--- config.mk ---
export PLATFORM = sky130hd
export DESIGN_NAME = seq_right_shifter
export DESIGN_NICKNAME = d
export VERILOG_FILES = /design/src/rtl/seq_right_shifter.sv
export SDC_FILE = /design/constraint.sdc
export NUM_CORES = 1
export LEC_CHECK = 0
export ABC_AREA = 1
export ABC_CLOCK_PERIOD_IN_PS = 4300
export CAP_MARGIN = 20
export CORE_ASPECT_RATIO = 1.25
export CORE_UTILIZATION = 51
export DETAILED_ROUTE_END_ITERATION = 16
export PLACE_DENSITY = 0.85
export SLEW_MARGIN = 25
export SYNTH_ARGS = -nofsm -noshare
export SYNTH_HDL_FRONTEND = slang
export SYNTH_SLANG_ARGS = --single-unit
--- constraint.sdc ---
create_clock -name clk -period 4.3 [get_ports clk]
set_clock_uncertainty 0.1 [all_clocks]
set_input_delay 1.075 -clock clk [delete_from_list [all_inputs] [get_ports clk]]
set_output_delay 1.075 -clock clk [all_outputs]
set_load 0.05 [all_outputs]
--- src/rtl/seq_right_shifter.sv ---
// Multi-cycle SRL/SRA unit for the MIPS ALU: one shamt bit per cycle, LSB first,
// with a start/busy/done handshake so the EX stage can stall while a shift runs.
module seq_right_shifter #(
  parameter int WIDTH = 32,
  parameter int SHW   = 5
) (
  input  logic             clk,
  input  logic             rst,
  input  logic             start,
  input  logic [WIDTH-1:0] in,
  input  logic [SHW-1:0]   shamt,
  input  logic [2:0]       ctl,
  output logic [WIDTH-1:0] out,
  output logic             busy,
  output logic             done
);

  localparam int SW = (SHW > 1) ? $clog2(SHW) : 1;
  localparam logic [2:0] CTL_SRL = 3'b100;
  localparam logic [2:0] CTL_SRA = 3'b101;
  localparam logic [SW-1:0] LAST_STAGE = SW'(SHW - 1);

  typedef enum logic [0:0] {
    IDLE  = 1'b0,
    SHIFT = 1'b1
  } state_t;

  state_t           state_r, state_s;
  logic [SW-1:0]    stage_r, stage_s;
  logic [WIDTH-1:0] data_r,  data_s;
  logic [SHW-1:0]   sh_r,    sh_s;
  logic [2:0]       mode_r,  mode_s;
  logic [WIDTH-1:0] out_r,   out_s;
  logic             busy_r,  busy_s;
  logic             done_r,  done_s;
  logic [WIDTH-1:0] stepped_s;
  logic             arith_s;
  logic             supported_s;

  // Right shift by 2^idx; vacated MSBs take the current sign bit when arith is set.
  function automatic logic [WIDTH-1:0] shift_stage(
    input logic [WIDTH-1:0] d,
    input logic [SW-1:0]    idx,
    input logic             arith
  );
    logic [WIDTH-1:0] amt;
    logic [WIDTH-1:0] fill;
    amt  = WIDTH'(1) << idx;
    fill = arith ? {WIDTH{d[WIDTH-1]}} : {WIDTH{1'b0}};
    return (d >> amt) | (fill & ~({WIDTH{1'b1}} >> amt));
  endfunction

  // Decode the captured mode and compute this stage's data.
  always_comb begin
    arith_s     = (mode_r == CTL_SRA);
    supported_s = (mode_r == CTL_SRL) || (mode_r == CTL_SRA);
    if (sh_r[stage_r]) begin
      stepped_s = shift_stage(data_r, stage_r, arith_s);
    end else begin
      stepped_s = data_r;
    end
  end

  // Next-state and output logic for the IDLE/SHIFT controller.
  always_comb begin
    state_s = state_r;
    stage_s = stage_r;
    data_s  = data_r;
    sh_s    = sh_r;
    mode_s  = mode_r;
    out_s   = out_r;
    busy_s  = busy_r;
    done_s  = 1'b0;
    case (state_r)
      IDLE: begin
        if (start) begin
          state_s = SHIFT;
          stage_s = {SW{1'b0}};
          data_s  = in;
          sh_s    = shamt;
          mode_s  = ctl;
          busy_s  = 1'b1;
        end else begin
          busy_s  = 1'b0;
        end
      end
      SHIFT: begin
        data_s = stepped_s;
        if (stage_r == LAST_STAGE) begin
          state_s = IDLE;
          stage_s = {SW{1'b0}};
          busy_s  = 1'b0;
          done_s  = 1'b1;
          // Unsupported operations still complete on time but yield zero.
          out_s   = supported_s ? stepped_s : {WIDTH{1'b0}};
        end else begin
          stage_s = stage_r + SW'(1);
          busy_s  = 1'b1;
        end
      end
      default: begin
        state_s = IDLE;
        stage_s = {SW{1'b0}};
        busy_s  = 1'b0;
      end
    endcase
  end

  // State registers; reset aborts any in-flight operation and clears the result.
  always_ff @(posedge clk) begin
    if (!rst) begin
      state_r <= IDLE;
      stage_r <= {SW{1'b0}};
      data_r  <= {WIDTH{1'b0}};
      sh_r    <= {SHW{1'b0}};
      mode_r  <= 3'b000;
      out_r   <= {WIDTH{1'b0}};
      busy_r  <= 1'b0;
      done_r  <= 1'b0;
    end else begin
      state_r <= state_s;
      stage_r <= stage_s;
      data_r  <= data_s;
      sh_r    <= sh_s;
      mode_r  <= mode_s;
      out_r   <= out_s;
      busy_r  <= busy_s;
      done_r  <= done_s;
    end
  end

  assign out  = out_r;
  assign busy = busy_r;
  assign done = done_r;

endmodule

==> metrics <==
# H-tree levels 3; Resize count post-CTS 0; clock latency on the worst-skew pair 0.35 ns; max cap viols 0; synth-to-layout area growth 17.5%; DRT Wirelength 19.3 mm; Clock Sinks 77; die area 11,300 µm²; residual DRC count 0; ant diodes 0; Starting Density 0.524; CP most frequent cell nand3_1; largest net degree at the start of global routing 40; share of cells above drive strength 1 0.0571; Final Critical Period 3.05 ns; critical path arrival 3.16 ns; critical path fanouts, max 29; Post-synth ARST share 0; number of enable flip-flop cells after synthesis 0; fillers 1,033; Most used DFF post-synth dfxtp_1; Top Family by Delay on Critical Path simple AND/OR/NAND/NOR gates; Die W 95.4 µm; VDD IR-drop max 0.254 mV; GPL Wtd Cong 0.973; RSZ-0062 raised after global routing no; Global Route Usage Sum 0.346; post-synthesis register bit count 77; Hold Buf Count CTS 0; clock-pin slew on the worst setup and hold paths 0.07 ns; Mean Syn Cell Area 5.96 µm²; number of global-route vias before repair 5,977; first-pass GRT wire length 30.1 mm; leak pwr 2.88 nW; crit path capture type flip-flop; Die H 119 µm; Mapped Area 5560 µm²; Final ANT Viol Nets 0; Post-Syn Instances 934; Power Dens Cells 333 nW/µm²; Clock Path Buffers 2; vias per inst 5.89; core area 10,600 µm²; Synthesized Nets 983; initial DRC count 626; DR WL/cell 17.4 µm; Slowest Stage Delay on Critical Path 0.68 ns; Startpoint Class flip-flop; worst relative slew slack 0.339; GRT overflow 0; Critical Path, Cell by Cell nand4_1 -> nand2_1 -> inv_2 -> nor2_1 -> nand3_1 -> nand3_1 -> a21oi_1; Net count, final 1,024; Slew Limit Fails 0; actual slew at the worst max-slew pin 0.990 ns; Worst Setup Slack, final 1.25 ns; setup TNS 0 ns; drt first pass iters 6; synth unique cells 40; final setup violation count 0; slowest CP cell dfxtp_1; Hold/Removal Path Class reg -> reg; initial antenna violation count 0; # IOs 77; via count 6,549; Post-CTS Setup Inserts 0; CTS tree built; pre-CTS WS 1.05 ns; number of buffers added on ports 76; number of placement rows 42; CP Buf/Inv Count 1; result of the run finished clean; Max Clk Rate 328 MHz; critical path type reg -> reg; period utilization 0.710; CTS Buf Count 9; Worst EP required 4.41 ns; FF-to-FF setup slack 1.25 ns; clk root buf clkbuf_16; final hold viol count 0; sequential fraction of the synthesis area 0.277; DP Wirelength 13.7 mm; Yosys warnings 0
-- cells by family after synthesis --
group,share of synthesized area
AOI/OAI and AO/OA,0.136
and+or+nand+nor,0.467
buffers and inverters,0.106
DFF,0.277
adders and majority gates,0.0135
-- stage by stage --
step | hold WS (ns) | power, mW | cells | cell area [µm²] | utilization
final | 0.349 | 2.18 | 1112 | 6540 | 0.616
after floorplan | 0.330 | 1.26 | 934 | 5560 | -
after global placement | 0.337 | 1.43 | 1096 | 6260 | 0.590
after global routing | 0.364 | 2.28 | 1112 | 6540 | 0.616
after detailed placement | 0.339 | 1.43 | 1096 | 6260 | 0.590
after CTS | 0.352 | 2.15 | 1112 | 6540 | 0.616
-- Yosys cell counts (2+ instances only) --
master,count,area share
nand2_2,4,0.0045
o221ai_1,2,0.0031
nand3_2,4,0.0072
nor2_1,40,0.027
nand4_1,6,0.0067
nand3_1,235,0.21
clkinv_1,2,0.0013
inv_2,8,0.0054
buf_4,4,0.0054
a31oi_1,5,0.0056
o21a_1,4,0.0054
nand2_1,282,0.19
or2_2,2,0.0022
ha_1,6,0.013
buf_6,7,0.014
o211ai_1,2,0.0027
o21ai_0,55,0.049
inv_4,2,0.0022
clkbuf_1,20,0.013
buf_2,19,0.017
a21oi_1,42,0.038
dfxtp_1,77,0.28
buf_1,5,0.0034
inv_1,63,0.043
o21ai_1,20,0.018
nand2_4,4,0.0081
-- state kept, by name, indices dropped and copies added, names as in the netlist --
signal and count:
done 1, sh_r 5, out 32, busy 1, stage_r 3, data_r 32
mode_r 3
-- power breakdown --
| group | switching (mW) | internal [mW] |
|---|---|---|
| Combinational | 0.450 | 0.218 |
| Sequential | 0.0239 | 0.747 |
| Clock | 0.338 | 0.398 |
| Total | 0.812 | 1.36 |
-- cells in the final DEF (no fill, tap or decap), types with 5 or more instances in the layout --
master	count
buf_4	10
clkdlybuf4s50_1	76
o21ai_1	20
clkbuf_16	9
nand4_1	6
a21oi_1	42
ha_1	6
o21ai_0	55
a31oi_1	5
inv_2	8
nand3_1	235
nand2_1	282
inv_1	63
dfxtp_1	77
nor2_1	40
-- cell type report --
type | instances | area [µm²] | share of cell area
well taps | 132 | 165 | 0.0253
clock buffers | 9 | 225 | 0.0344
repair buffers | 86 | 836 | 0.128
inverters | 75 | 287 | 0.0438
flip-flops and latches | 77 | 1540 | 0.236
multi-input cells | 726 | 3430 | 0.525
clock inverters | 7 | 55.1 | 0.00842
-- routing by layer --
layer	wire length, µm	vias to the layer above	track usage
met1	7510	2926	0.414
met4	1320	0	0.218
met2	9210	333	0.570
met3	1270	89	0.0476
met5	0	-	0
li1	-	3201	-
-- path summary, 6_finish.rpt --
path / from / endpoint / depth (start not counted)
worst max-delay path: stage_r[2] / data_r[5] / 7
worst min-delay path: out[7] / out[7] / 2
worst max register to register: stage_r[2] / data_r[5] / 7
worst min register to register: out[7] / out[7] / 2
-- worst register-to-register path, cell delays in order (launching register included) --
cell and delay (ns):
dfxtp_1 0.68, nand4_1 0.15, nand2_1 0.42, inv_2 0.39
nor2_1 0.62, nand3_1 0.33, nand3_1 0.14, a21oi_1 0.07
No activity file was read; power rests on OpenSTA's default activity.
